$ cat src/rtl/jk_arb_pkg.sv
// -----------------------------------------------------------------------------
// jk_arb_pkg
// Shared definitions for the JK bank arbiter:
//   - JK operation encodings (hold / reset / set / toggle)
//   - J/K pair type and the op -> J/K derivation used by the apply stage
// -----------------------------------------------------------------------------
package jk_arb_pkg;

  typedef enum logic [1:0] {
    OP_HOLD   = 2'b00,
    OP_RESET  = 2'b01,
    OP_SET    = 2'b10,
    OP_TOGGLE = 2'b11
  } jk_op_e;

  typedef struct packed {
    logic j;
    logic k;
  } jk_pair_t;

  // The op encoding was chosen so that bit 1 is J and bit 0 is K directly.
  function automatic jk_pair_t jk_from_op(input logic [1:0] op);
    jk_pair_t v_jk;
    v_jk.j = op[1];
    v_jk.k = op[0];
    return v_jk;
  endfunction

endpackage

$ cat src/rtl/jk_cell.sv
// -----------------------------------------------------------------------------
// jk_cell
// A single JK flip-flop with asynchronous active-low reset.
// Ports:
//   i_clk    clock, rising edge
//   i_rst_n  asynchronous reset, active low (clears o_q)
//   i_j      J input
//   i_k      K input
//   o_q      stored bit
// -----------------------------------------------------------------------------
module jk_cell (
  input  logic i_clk,
  input  logic i_rst_n,
  input  logic i_j,
  input  logic i_k,
  output logic o_q
);

  logic r_q;

  always_ff @(posedge i_clk or negedge i_rst_n) begin
    if (!i_rst_n) begin
      r_q <= 1'b0;
    end else begin
      case ({i_j, i_k})
        2'b01:   r_q <= 1'b0;
        2'b10:   r_q <= 1'b1;
        2'b11:   r_q <= ~r_q;
        default: r_q <= r_q;
      endcase
    end
  end

  assign o_q = r_q;

endmodule

$ cat src/rtl/jk_bank_arbiter.sv
// -----------------------------------------------------------------------------
// jk_bank_arbiter
// Shares a bank of WIDTH JK cells between NREQ requesters. One requester is
// granted per cycle; its op/mask are captured into a command register (stage
// A) and applied to the bank on the following edge (stage B). Both stages run
// concurrently so one command completes per cycle at full load.
//
// Configuration macro:
//   JK_ARB_RR_EN  defined   -> round-robin arbitration with rotating pointer
//                 undefined -> fixed priority, lowest index wins (no pointer)
//
// Ports:
//   clk      clock, rising edge
//   rst      asynchronous reset, active low
//   req      [NREQ]        level request per requester
//   op       [2*NREQ]      op for requester i at [2i+1:2i]
//   mask     [WIDTH*NREQ]  bit-mask for requester i at [WIDTH*i +: WIDTH]
//   gnt      [NREQ]        registered one-hot grant pulse
//   busy                   command register holds a command to apply
//   upd                    pulse the cycle after a command was applied
//   last_id  [clog2(NREQ)] most recently granted requester
//   q        [WIDTH]       bank state
// -----------------------------------------------------------------------------
module jk_bank_arbiter
  import jk_arb_pkg::*;
#(
  parameter int NREQ  = 4,
  parameter int WIDTH = 8
) (
  input  logic                     clk,
  input  logic                     rst,
  input  logic [NREQ-1:0]          req,
  input  logic [2*NREQ-1:0]        op,
  input  logic [WIDTH*NREQ-1:0]    mask,
  output logic [NREQ-1:0]          gnt,
  output logic                     busy,
  output logic                     upd,
  output logic [$clog2(NREQ)-1:0]  last_id,
  output logic [WIDTH-1:0]         q
);

  localparam int IDW = $clog2(NREQ);

  logic [NREQ-1:0]  r_gnt;
  logic             r_busy;
  logic             r_upd;
  logic [IDW-1:0]   r_last_id;
  logic [1:0]       r_cmd_op;
  logic [WIDTH-1:0] r_cmd_mask;

  logic             w_any;
  logic [IDW-1:0]   w_win;
  jk_pair_t         w_jk;
  logic [WIDTH-1:0] w_j;
  logic [WIDTH-1:0] w_k;

  assign w_any = |req;

`ifdef JK_ARB_RR_EN
  logic [IDW-1:0] r_ptr;

  // Scan from the pointer upward, wrapping; first active request wins.
  always_comb begin
    logic v_found;
    int   v_idx;
    w_win   = '0;
    v_found = 1'b0;
    v_idx   = 0;
    for (int k = 0; k < NREQ; k++) begin
      v_idx = int'(r_ptr) + k;
      if (v_idx >= NREQ) v_idx = v_idx - NREQ;
      if (!v_found && req[v_idx]) begin
        v_found = 1'b1;
        w_win   = IDW'(v_idx);
      end
    end
  end

  always_ff @(posedge clk or negedge rst) begin
    if (!rst) begin
      r_ptr <= '0;
    end else if (w_any) begin
      r_ptr <= (w_win == IDW'(NREQ - 1)) ? '0 : w_win + 1'b1;
    end
  end
`else
  // Fixed priority: walking down means the lowest active index is left last.
  always_comb begin
    w_win = '0;
    for (int k = NREQ - 1; k >= 0; k--) begin
      if (req[k]) w_win = IDW'(k);
    end
  end
`endif

  // Stage A: grant and capture the winner's command
  always_ff @(posedge clk or negedge rst) begin
    if (!rst) begin
      r_gnt      <= '0;
      r_busy     <= 1'b0;
      r_upd      <= 1'b0;
      r_last_id  <= '0;
      r_cmd_op   <= OP_HOLD;
      r_cmd_mask <= '0;
    end else begin
      r_upd <= r_busy;
      if (w_any) begin
        r_gnt      <= {{(NREQ-1){1'b0}}, 1'b1} << w_win;
        r_busy     <= 1'b1;
        r_last_id  <= w_win;
        r_cmd_op   <= op[2*int'(w_win) +: 2];
        r_cmd_mask <= mask[WIDTH*int'(w_win) +: WIDTH];
      end else begin
        r_gnt  <= '0;
        r_busy <= 1'b0;
      end
    end
  end

  // Stage B: drive the bank from the command register
  assign w_jk = jk_from_op(r_cmd_op);
  assign w_j  = r_busy ? (r_cmd_mask & {WIDTH{w_jk.j}}) : '0;
  assign w_k  = r_busy ? (r_cmd_mask & {WIDTH{w_jk.k}}) : '0;

  for (genvar gi = 0; gi < WIDTH; gi++) begin : g_cell
    jk_cell u_cell (
      .i_clk   (clk),
      .i_rst_n (rst),
      .i_j     (w_j[gi]),
      .i_k     (w_k[gi]),
      .o_q     (q[gi])
    );
  end

  assign gnt     = r_gnt;
  assign busy    = r_busy;
  assign upd     = r_upd;
  assign last_id = r_last_id;

endmodule
$ cat config.mk
export PLATFORM = sky130hd
export DESIGN_NAME = jk_bank_arbiter
export DESIGN_NICKNAME = d
export VERILOG_FILES = /design/src/rtl/jk_arb_pkg.sv /design/src/rtl/jk_cell.sv /design/src/rtl/jk_bank_arbiter.sv
export SDC_FILE = /design/constraint.sdc
export NUM_CORES = 1
export LEC_CHECK = 0
export BUFFER_PORTS_ARGS = -buffer_cell sky130_fd_sc_hd__buf_4
export CORE_MARGIN = 2
export CORE_UTILIZATION = 46
export CTS_CLUSTER_DIAMETER = 50
export DETAILED_ROUTE_END_ITERATION = 8
export PLACE_DENSITY = 0.79
export RECOVER_POWER = 25
export SYNTH_ARGS = -nofsm -noshare
export SYNTH_HDL_FRONTEND = slang
export SYNTH_HIERARCHICAL = 1
export SYNTH_SLANG_ARGS = --single-unit
$ cat constraint.sdc
create_clock -name clk -period 1.18 [get_ports clk]
set_input_delay 0.118 -clock clk [delete_from_list [all_inputs] [get_ports clk]]
set_output_delay 0.118 -clock clk [all_outputs]
set_load 0.01 [all_outputs]
==> summary.txt, run 1 <==
Run status
  • Status: complete, no violations

CTS
  • CTS H-tree lvls: 1
  • Worst-skew pair later-pin latency: 320 ps
  • CTS tree: done
  • CTS buffer count: 3
  • CTS clock-pin slew for the worst setup and hold paths: 130 ps
  • CTS Buffer Depth: 2
  • Post-CTS setup buffer count: 0
  • CTS Root Cell: clkbuf_4
  • CTS Sinks: 26

Place
  • Final HPWL DP: 2396 µm
  • IO Port Bufs: 61
  • Area after DPL: 1822 µm²
  • GP Congestion: 0.7830

Routing
  • Final ANT Viol Nets: 0
  • Via density: 5.340
  • Drt first-iter violations: 23
  • WL met3: approximately 200 µm
  • Top Layer Used: met4
  • M1 wire length: between 1000 and 1500 µm
  • Total wire length: roughly 3000 µm
  • Routed len/inst: between 10 and 15 µm
  • # DRC: 0
  • Pre-antenna DRT Iters: 4
  • Met2 WL: 1498 µm
  • Vias: 1,287

Global routing
  • Initial antenna violation count: 0
  • Largest net degree at the start of global routing: 27
  • Number of global-route vias before repair: between 1,000 and 1,500
  • Grt ovf: 0
  • First-pass GRT wire length: 5216 µm
  • GRT Total Usage: 0.2022

Die
  • Die area: 3355 µm²
  • Initial core utilization: 0.4850
  • Die X: roughly 58 µm
  • Die H: 57.92 µm
  • Core area: 2758 µm²
  • Ports: 62
  • # rows: 19

Worst setup path
  • Crit path DAT: 1000 ps
  • Worst reg2reg path depth: 3
  • Slowest-stage cell, CP: dfrtp_2
  • Levels on crit path: 1
  • Slowest cell delay on critical path: 510 ps
  • Crit path launch type: register
  • Critical Path Sink Type: primary output
  • Crit-path cells: buf_4
  • CP required: 1060 ps
  • Crit path max-delay family: flip-flops
  • Worst-path fanout max: 18
  • WP buf/inv: 1
  • CP Class: register to primary output

Job
  • Max-cap violations: 0

Finish
  • Layout cells sized above 1: 0.3476
  • Diode count: 0
  • Fin util: 0.6742
  • Commonest non-fill, non-tap cell in the layout: buf_4
  • NumNets Final: 257
  • Commonest non-fill, non-tap cells in the layout: 65 x buf_4, 25 x dfrtp_1, 19 x nor2_1, 19 x a21oi_1, 16 x and3_1
  • Area growth syn-to-layout: 39.01%
  • Layout fillers: roughly 220
  • Final instance area: 1859 µm²

Yosys
  • Register area share after synthesis: 0.4864
  • Cell taking the most area after synthesis: dfrtp_1
  • Mapped Area: 1338 µm²
  • Syn nets: 194
  • Synth Flop Type: dfrtp_1
  • YS warnings: 6
  • Avg Cell Area, Syn: 9.037 µm²
  • Area contributors post-synth: dfrtp_1 49%, and3_1 7.5%, a21oi_1 7.1%
  • Synth Register Bits: 26
  • Post-synth EDFFs: 0
  • Share of the synthesized area in the top cell type: 0.4864
  • Library cells used by synthesis: 17
  • Ys async rst share: 1.000
  • Mapped Cells: about 150

Pwr
  • Peak supply drop: 0.9963 mV
  • PwrDens: approximately 1200 nW/µm²
  • Pwr Total: between 2 and 2.5 mW
  • LEAKAGE: 0.9433 nW

Min path
  • Worst hold path class: primary input to register
  • Worst hold stages: 3

Timing
  • Final slew viol count: 0
  • Slew margin rel.: 0.5841
  • Actual slew at the worst max-slew pin: 623.8 ps
  • RSZ-0062 raised after global routing: no
  • Clock Skew: 3.584 ps
  • Fmax: 891.9 MHz
  • Final number of setup-violating endpoints: 0
  • Final period util: 0.9502
  • Final hold violation count: 0
  • Min cycle time layout: between 1000 and 1500 ps
power by group:
| part | internal [mW] | switching (mW) |
|---|---|---|
| clock | 0.189 | 0.253 |
| sequential | 1.05 | 0.136 |
| combinational | 0.397 | 0.296 |
stage by stage:
step                worst slack [ps]  hold slack [ps]  setup TNS, ps  std cells
finish                         58.78            45.77              0        241
global route                   10.92            33.37              0        241
CTS                            53.78            40.61              0        241
detailed placement            -53.09            41.02         -254.1        236
global placement              -11.15            35.91         -83.46        236
floorplan                      16.57           -177.6              0        148
cell usage after synthesis (all sizes together), types with 2 or more instances:
cell / instances
a21oi: 19
a22o: 10
a31oi: 10
and3: 16
buf: 4
clkbuf: 7
dfrtp: 26
inv: 11
nand2: 10
nand3b: 10
nor2: 19
nor3: 2
tightest hold or removal path, delay by kind of cell:
kind                   cells  cell delay [ps]
AND/OR/NAND/NOR            1               40
buffers and inverters      1              100
AO/OA/AOI/OAI              1               70
sequential cells by signal, indices dropped and copies added, names as in the netlist:
register / flops
g_cell.u_cell/o_q: 8
r_cmd_mask: 8
gnt: 4
last_id: 2
r_cmd_op: 2
busy: 1
upd: 1
layer usage:
metal	track usage	up-vias
met4	0.08306	0
met1	0.2666	588
li1	-	643
met2	0.3312	52
met5	0	-
met3	0.03348	4
timing repair:
| action | in CTS | in global routing |
|---|---|---|
| setup endpoints to repair | 1 | 0 |
| hold buffers | 1 | 0 |
| gates resized for setup | 1 | 0 |
| endpoints found under the hold margin | 26 | 0 |
worst paths after layout:
check                                      from  slack [ps]              endpoint
max                                        busy          60                  busy
min                                    mask[24]          50         r_cmd_mask[0]
max reg2reg                                busy         230  g_cell[7].u_cell/o_q
min reg2reg                g_cell[3].u_cell/o_q         480  g_cell[3].u_cell/o_q
max in group asynchronous                   rst         410                  busy
min in group asynchronous                   rst         330  g_cell[5].u_cell/o_q
cell type report:
cell class / count / area (µm²) / area share
clock buffers: 4 / 36.28 / 0.01952
inverters: 11 / 41.29 / 0.02221
multi-input cells: 100 / 580.6 / 0.3122
flip-flops and latches: 26 / 651.9 / 0.3506
well taps: 31 / 38.79 / 0.02086
repair buffers: 69 / 510.5 / 0.2746
cells by family after synthesis:
logic type	after synthesis	synth area share
AOI/OAI and AO/OA	40	0.1890
and+or+nand+nor	60	0.2451
buffers and inverters	22	0.07951
DFF	26	0.4864
No activity file was read; power rests on OpenSTA's default activity.
==> run 2: changes to the inputs <==
Settings changed: CORE_MARGIN 2 to not set, CORE_UTILIZATION 46 to 45, PLACE_DENSITY 0.79 to 0.78.
==> run 2 against run 1 <==
Maximum frequency up 1.3%. Sequential power about the same. Total power down 4.1%. Clock-buffer cell count down 1. Final area down 0.13%. Global-route usage up 1.2 points. Worst hold slack better by 16 ps. Critical path type unchanged. Largest cell class unchanged. Largest power group unchanged.
==> summary.txt, run 2 (synthesis gave the netlist of run 1 again) <==
Run status
  • Status: complete, no violations (unchanged)

Global routing
  • First-pass GRT wire length: 5347 µm (was 5216 µm)
  • Number of global-route vias before repair: 1,229 (was 1,201)
  • GRT Total Usage: 0.2145 (was 0.2022)
  • Grt ovf: 0 (unchanged)
  • Largest net degree at the start of global routing: 27 (unchanged)
  • Initial antenna violation count: 0 (unchanged)

Die
  • Initial core utilization: 0.4809 (was 0.4850)
  • Die H: 56.52 µm (was 57.92 µm)
  • Die X: 56.52 µm (was 57.92 µm)
  • Die area: 3195 µm² (was 3355 µm²)
  • Core area: 2781 µm² (was 2758 µm²)
  • Ports: 62 (unchanged)
  • # rows: 19 (unchanged)

CTS
  • CTS Root Cell: clkbuf_4 (unchanged)
  • CTS Buffer Depth: 2 (unchanged)
  • Post-CTS setup buffer count: 0 (unchanged)
  • CTS Sinks: 26 (unchanged)
  • CTS buffer count: 3 (unchanged)
  • CTS clock-pin slew for the worst setup and hold paths: 130 ps (about the same)
  • Worst-skew pair later-pin latency: 310 ps (was 320 ps)
  • CTS H-tree lvls: 1 (unchanged)
  • CTS tree: done (unchanged)

Timing
  • Final number of setup-violating endpoints: 0 (unchanged)
  • Actual slew at the worst max-slew pin: 608.5 ps (was 623.8 ps)
  • Final slew viol count: 0 (unchanged)
  • Min cycle time layout: 1107 ps (was 1121 ps)
  • WHS: 62.23 ps (was 45.77 ps)
  • Final hold violation count: 0 (unchanged)
  • Final period util: 0.9378 (was 0.9502)
  • RSZ-0062 raised after global routing: no (unchanged)
  • Clock Skew: 6.451 ps (was 3.584 ps)
  • Slew margin rel.: 0.5944 (was 0.5841)
  • Fmax: 903.7 MHz (was 891.9 MHz)

Finish
  • Commonest non-fill, non-tap cell in the layout: buf_4 (unchanged)
  • Layout cells sized above 1: 0.3524 (was 0.3476)
  • Footprint of the multi-input gates: 580.6 µm² (unchanged)
  • NumNets Final: 258 (was 257)
  • Diode count: 0 (unchanged)
  • Final instance area: 1857 µm² (was 1859 µm²)
  • Commonest non-fill, non-tap cells in the layout: 67 x buf_4, 25 x dfrtp_1, 19 x nor2_1, 19 x a21oi_1, 16 x and3_1 (was 65 x buf_4, 25 x dfrtp_1, 19 x nor2_1, 19 x a21oi_1, 16 x and3_1)
  • Area growth syn-to-layout: 38.82% (was 39.01%)
  • Sequential Area: 651.9 µm² (unchanged)
  • Layout fillers: 215 (was 221)

Worst setup path
  • Crit path launch type: register (unchanged)
  • Slowest cell delay on critical path: 510 ps (about the same)
  • Crit path max-delay family: flip-flops (unchanged)
  • R2r endpoint: g_cell[6].u_cell/o_q (was g_cell[7].u_cell/o_q)
  • Slowest-stage cell, CP: dfrtp_2 (unchanged)
  • Flop-to-flop setup slack: 230 ps (about the same)
  • Crit path DAT: 990 ps (was 1000 ps)
  • Worst reg2reg path depth: 3 (unchanged)
  • CP Class: register to primary output (unchanged)
  • Critical Path Sink Type: primary output (unchanged)
  • Worst-path fanout max: 18 (unchanged)
  • WP buf/inv: 1 (unchanged)
  • CP required: 1060 ps (about the same)
  • Crit-path cells: buf_4 (unchanged)
  • RR Startpoint: busy (unchanged)

Place
  • Area after DPL: 1829 µm² (was 1822 µm²)
  • GP Congestion: 0.7406 (was 0.7830)
  • Final HPWL DP: 2508 µm (was 2396 µm)
  • IO Port Bufs: 61 (unchanged)

Routing
  • Via density: 5.303 (was 5.340)
  • Pre-antenna DRT Iters: 4 (unchanged)
  • Total wire length: 3107 µm (was 3084 µm)
  • Drt first-iter violations: 54 (was 23)
  • Routed len/inst: 12.89 µm (was 12.80 µm)
  • Vias: 1,278 (was 1,287)
  • # DRC: 0 (unchanged)
  • Final ANT Viol Nets: 0 (unchanged)

Pwr
  • PwrDens: 1200 nW/µm² (was 1250 nW/µm²)
  • Peak supply drop: 0.8566 mV (was 0.9963 mV)
  • Pwr Total: 2.228 mW (was 2.323 mW)
  • LEAKAGE: 0.9446 nW (was 0.9433 nW)

Job
  • Max-cap violations: 0 (unchanged)

Min path
  • HP Start: mask[27] (was mask[24])
  • Worst hold path class: primary input to register (unchanged)
  • Worst hold stages: 3 (unchanged)
  • Worst Hold End: r_cmd_mask[3] (was r_cmd_mask[0])
-- run 2: cell count changes in the layout (fill, tap and decap cells not counted) --
cell,previous run,this run
buf_4,65,67
clkbuf_1,2,1
clkbuf_8,1,0
-- run 2: what timing repair did --
item / in CTS / in global routing
hold endpoints to repair: 26 / 0
hold buffers: 1 / 0
resized for setup: 1 / 0
setup endpoints to repair: 1 / 0
-- run 2: per-layer routing --
layer  global-route usage  up-vias  wire length (µm)
met4              0.08711        0                36
met2               0.3597       43              1555
met1               0.2776      588              1371
met5                    0        -                 0
li1                     -      643                 -
met3              0.02995        4               143
-- run 2: worst max-delay path by stage --
stage	slack, ps	cells after the start	from	endpoint
floorplan	20	5	req[0]	r_cmd_op[1]
global placement	-10	4	req[0]	r_cmd_mask[4]
detailed placement	-50	4	req[0]	r_cmd_mask[5]
CTS	70	1	busy	busy
global route	8	1	busy	busy
finish	70	1	busy	busy
-- run 2: area by class of cell --
cell class	count	share of cell area
Sequential cell	26	0.3511
Clock buffer	3	0.01213
Tap cell	31	0.02089
Inverter	11	0.02224
Timing Repair Buffer	70	0.2810
Multi-Input combinational cell	100	0.3127
-- run 2: power breakdown --
group | switching, mW | internal [mW] | total [mW]
Clock | 0.232 | 0.119 | 0.351
Combinational | 0.292 | 0.401 | 0.693
Sequential | 0.131 | 1.05 | 1.18
Total | 0.655 | 1.57 | 2.23
-- run 2: through the flow --
step           std cells  TNS (ps)    util  worst slack [ps]
6_report             241         0  0.6676             73.43
5_1_grt              241         0  0.6676             7.583
4_1_cts              241         0  0.6698             70.79
3_5_place_dp         237    -321.6  0.6577            -47.93
3_3_place_gp         237    -85.54  0.6577            -10.67
2_1_floorplan        148         0       -             16.57
